--- src/rtl/scan_state_bank.sv ---
// scan_state_bank: scan-chain state register bank that sequences load, functional run and unload.
// Defining SCAN_STATE_BANK_MISR_EN adds a 16-bit MISR that compacts primary outputs during RUN.
module scan_state_bank #(
    parameter int NFF = 18,
    parameter int NPO = 1,
    parameter int RUN_LEN = 4
) (
    input  logic           ck,
    input  logic           rst,
    input  logic           start,
    input  logic           si,
    input  logic [NFF-1:0] ns,
    input  logic [NPO-1:0] po,
    input  logic           inj_valid,
    input  logic [5:0]     inj_idx,
    output logic [NFF-1:0] ps,
    output logic           so,
    output logic           busy,
    output logic           done,
    output logic [15:0]    sig
);
    typedef enum logic [1:0] {IDLE, LOAD, RUN, UNLOAD} state_t;
    state_t state, state_n;
    logic [7:0] cnt;
    logic last;
    logic [NFF-1:0] shifted, flip;

    always_ff @(posedge ck) begin
        if (rst) begin
            state <= IDLE;
            cnt <= '0;
            done <= 1'b0;
        end else begin
            state <= state_n;
            cnt <= (state_n != state) ? 8'd0 : cnt + ((state == IDLE) ? 8'd0 : 8'd1);
            done <= (state == UNLOAD) && last;
        end
    end

    always_comb begin
        last = cnt == ((state == RUN) ? 8'(RUN_LEN - 1) : 8'(NFF - 1));
        state_n = state;
        case (state)
            IDLE:    state_n = start ? LOAD : IDLE;
            LOAD:    state_n = last ? RUN : LOAD;
            RUN:     state_n = last ? UNLOAD : RUN;
            default: state_n = last ? IDLE : UNLOAD;
        endcase
    end

    always_comb busy = state != IDLE;

    if (NFF == 1) begin : g_one
        assign shifted = si;
    end else begin : g_many
        assign shifted = {ps[NFF-2:0], si};
    end

    // Out-of-range indices must not alias onto a real bit, so compare before decoding.
    assign flip = (inj_valid && ({1'b0, inj_idx} < 7'(NFF))) ? NFF'(1) << inj_idx : '0;

    always_ff @(posedge ck) begin
        if (rst)
            ps <= '0;
        else if (state == RUN)
            ps <= ns ^ flip;
        else if (state != IDLE)
            ps <= shifted;
    end

    assign so = ps[NFF-1];

`ifdef SCAN_STATE_BANK_MISR_EN
    always_ff @(posedge ck) begin
        if (rst || (state == IDLE && start))
            sig <= '0;
        else if (state == RUN)
            sig <= {sig[14:0], 1'b0} ^ (sig[15] ? 16'h100B : 16'h0000) ^ 16'(po);
    end
`else
    logic unused_po;
    assign unused_po = ^po;
    assign sig = '0;
`endif
endmodule

--- config.mk ---
export PLATFORM = sky130hd
export DESIGN_NAME = scan_state_bank
export DESIGN_NICKNAME = d
export VERILOG_FILES = /design/src/rtl/scan_state_bank.sv
export SDC_FILE = /design/constraint.sdc
export NUM_CORES = 1
export LEC_CHECK = 0
export ABC_AREA = 1
export BUFFER_PORTS_ARGS = -buffer_cell sky130_fd_sc_hd__buf_4
export CAP_MARGIN = 10
export CORE_ASPECT_RATIO = 2
export CORE_MARGIN = 3
export CORE_UTILIZATION = 30
export DETAILED_ROUTE_END_ITERATION = 12
export PLACE_DENSITY_LB_ADDON = 0.3
export SLEW_MARGIN = 20
export SYNTH_ARGS = -nofsm -noshare
export SYNTH_HDL_FRONTEND = slang
export SYNTH_SLANG_ARGS = --single-unit
--- constraint.sdc ---
create_clock -name ck -period 1.9 [get_ports ck]
set_input_delay 0.095 -clock ck [delete_from_list [all_inputs] [get_ports ck]]
set_output_delay 0.095 -clock ck [all_outputs]
set_load 0.01 [all_outputs]
==> impl_metrics.env <==
export IMPL_outcome="complete, no violations"
export IMPL_rsz0062_at_grt="no"
export IMPL_cts_tree="built"
export IMPL_routed_wirelength_mm=5.05
export IMPL_critical_path_most_common_cell="inv_1"
export IMPL_yosys_warnings=0
export IMPL_yosysTopAreaCellShare=0.301
export IMPL_vias=1988
export IMPL_rows=40
export IMPL_final_cell_area_sq_um=2490
export IMPL_cts_root_buffer="clkbuf_16"
export IMPL_path_max_fanout=5
export IMPL_synthesis_area_sq_um=1930
export IMPL_worstHoldStart="rst"
export IMPL_synth_distinct_cells=23
export IMPL_synth_top_cell_by_area="dfxtp_1"
export IMPL_crit_type="reg2reg"
export IMPL_maxCapViolCount=0
export IMPL_post_cts_buffers=0
export IMPL_final_common_cell="buf_4"
export IMPL_die_y_um=119
export IMPL_cts_buffers=5
export IMPL_end_kind="flop"
export IMPL_drt_initial_drc_count=75
export IMPL_area_growth_pct=28.9
export IMPL_layout_setup_ws_ns=0.387
export IMPL_antenna_found_initial=0
export IMPL_fmax_ghz=0.661
export IMPL_hold_end="ps[17]"
export IMPL_maxSlewViolCount=0
export IMPL_die_area_sq_um=7490
export IMPL_holdBufCountCts=0
export IMPL_crit_chain="nor2_2 -> inv_1 -> ha_1 -> ha_1 -> nand2_1 -> inv_1 -> nand2_1 -> xor2_1 -> inv_1 -> nor2_1"
export IMPL_min_period_ns=1.51
export IMPL_rrSetupSlack_ns=0.39
export IMPL_post_dp_cell_area_sq_um=2320
export IMPL_via_per_inst=4.67
export IMPL_synthCells=294
export IMPL_cts_buffer_depth=2
export IMPL_crit_path_max_incr_delay_ns=0.36
export IMPL_yosys_top_cells_area="dfxtp_1 (30%), nand3_1 (10%), nand2_1 (9.3%)"
export IMPL_finalSetupViolCount=0
export IMPL_dp_worst_setup_slack_ns=0.385
export IMPL_hp_class="in2reg"
export IMPL_antenna_cells=0
export IMPL_timing_hold_violations_final=0
export IMPL_startpoint="state[1]"
export IMPL_crit_required_ns=2.11
export IMPL_drt_first_pass_iters=4
export IMPL_clk_pin_slew_worst_paths_ns=0.05
export IMPL_design_final_nets=373
export IMPL_r2r_end="cnt[4]"
export IMPL_drive_gt1_frac=0.211
export IMPL_grt_pass1_vias=1856
export IMPL_port_buffers=49
export IMPL_postRouteAntennaNets=0
export IMPL_synth_seq_cells=29
export IMPL_cp_start_kind="flop"
export IMPL_crit_arrival_ns=1.73
export IMPL_crit_slowest_cell="dfxtp_1"
export IMPL_drc_errors=0
export IMPL_grt_overflow_total=0
export IMPL_post_dp_hpwl_mm=4.17
export IMPL_grt_first_pass_wirelength_mm=8.31
export IMPL_hold_depth=2
export IMPL_finalWeightedCongestion=0.845
export IMPL_ir_drop_uv=284
export IMPL_setup_tns_ns=0
export IMPL_final_cell_mix="buf_4 (56), nand2_1 (48), nand3_1 (39)"
export IMPL_grt_usage=0.138
export IMPL_p_per_area_nw_per_um2=705
export IMPL_start_util=0.316
export IMPL_cts_htree_levels=2
export IMPL_cts_resized_gates=0
export IMPL_synth_seq_area_share=0.301
export IMPL_fin_skew_ns=0.00295
export IMPL_r2r_start="state[1]"
export IMPL_finalCritPeriodShare=0.796
export IMPL_core_area_sq_um=6110
export IMPL_grt_max_degree=24
export IMPL_worst_r2r_cell_count=10
export IMPL_cts_sinks=29
export IMPL_synth_avg_cell_area_sq_um=6.56
export IMPL_io_pins=67
export IMPL_die_width_um=62.7
export IMPL_wl_per_cell_um=11.9
export IMPL_clkLatencyLatePin_ns=0.27
export IMPL_leakage_nw=1.13
-- per-layer routing --
metal  vias up  share of wire  track usage
met5         -              0            0
met4         0          0.021       0.0526
met3         8          0.041       0.0264
met2        48           0.57        0.275
met1       900           0.37        0.133
li1       1032              -            -
-- registers in the layout (all words and copies together), names as in the netlist --
| signal | flops |
|---|---|
| ps | 18 |
| state | 2 |
| done | 1 |
| cnt | 8 |
-- worst max-delay path: cells and delay by family, from the launching register on --
family	cells	cell delay, ns
xor gates and xnor gates	1	0.15
DFF	1	0.36
and+or+nand+nor	4	0.33
adders and majority gates	2	0.42
buffers and inverters	3	0.18
-- worst max path at each step --
stage | depth (start not counted) | endpoint | slack, ns
after detailed placement | 10 | cnt[4] | 0.39
after global routing | 10 | cnt[4] | 0.20
after floorplan | 11 | cnt[6] | 0.15
after global placement | 10 | cnt[4] | 0.41
after CTS | 10 | cnt[4] | 0.36
final | 10 | cnt[4] | 0.39
-- through the flow --
step                      instances  hold WS, ns  power, mW  utilization
after global routing            426        0.151       1.82        0.407
final                           426        0.134       1.75        0.407
after floorplan                 309        0.300      0.795            -
after global placement          418        0.400      0.862        0.379
after CTS                       426        0.130       1.77        0.407
after detailed placement        418        0.409      0.865        0.379
-- area by class of cell --
cell class              instances  area, sq um
fillers                       675         3620
well taps                      84          105
clock inverters                 3         46.3
inverters                      38          143
multi-input cells             211         1070
clock buffers                   5          125
repair buffers                 56          420
flip-flops and latches         29          581
-- report_power, final --
| part | total [mW] | internal [mW] | switching (mW) |
|---|---|---|---|
| registers | 0.623 | 0.617 | 0.00617 |
| clock network | 0.902 | 0.619 | 0.284 |
| logic | 0.227 | 0.0860 | 0.141 |
| total | 1.75 | 1.32 | 0.431 |
-- kinds of logic (layout without fill, tap and decap cells) --
logic type / count (synthesis) / in the layout / synth area share
flip-flops: 29 / 29 / 0.301
adder cells (fa/ha/maj): 2 / 2 / 0.0130
other: 1 / 16 / 0.00194
XOR/XNOR: 6 / 6 / 0.0272
buffers and inverters: 69 / 102 / 0.175
AND/OR/NAND/NOR: 146 / 146 / 0.342
AO/OA/AOI/OAI: 41 / 41 / 0.140
-- cell usage after synthesis, drive strengths merged --
cell	number
xor2	3
o221a	1
xnor2	3
nand4	18
buf	27
nand2	50
a22oi	17
a21oi	19
nor2	39
nand3	39
dfxtp	29
o211ai	1
inv	38
clkbuf	4
ha	2
o21ai	3
conb	1
No activity file was read; power rests on OpenSTA's default activity.
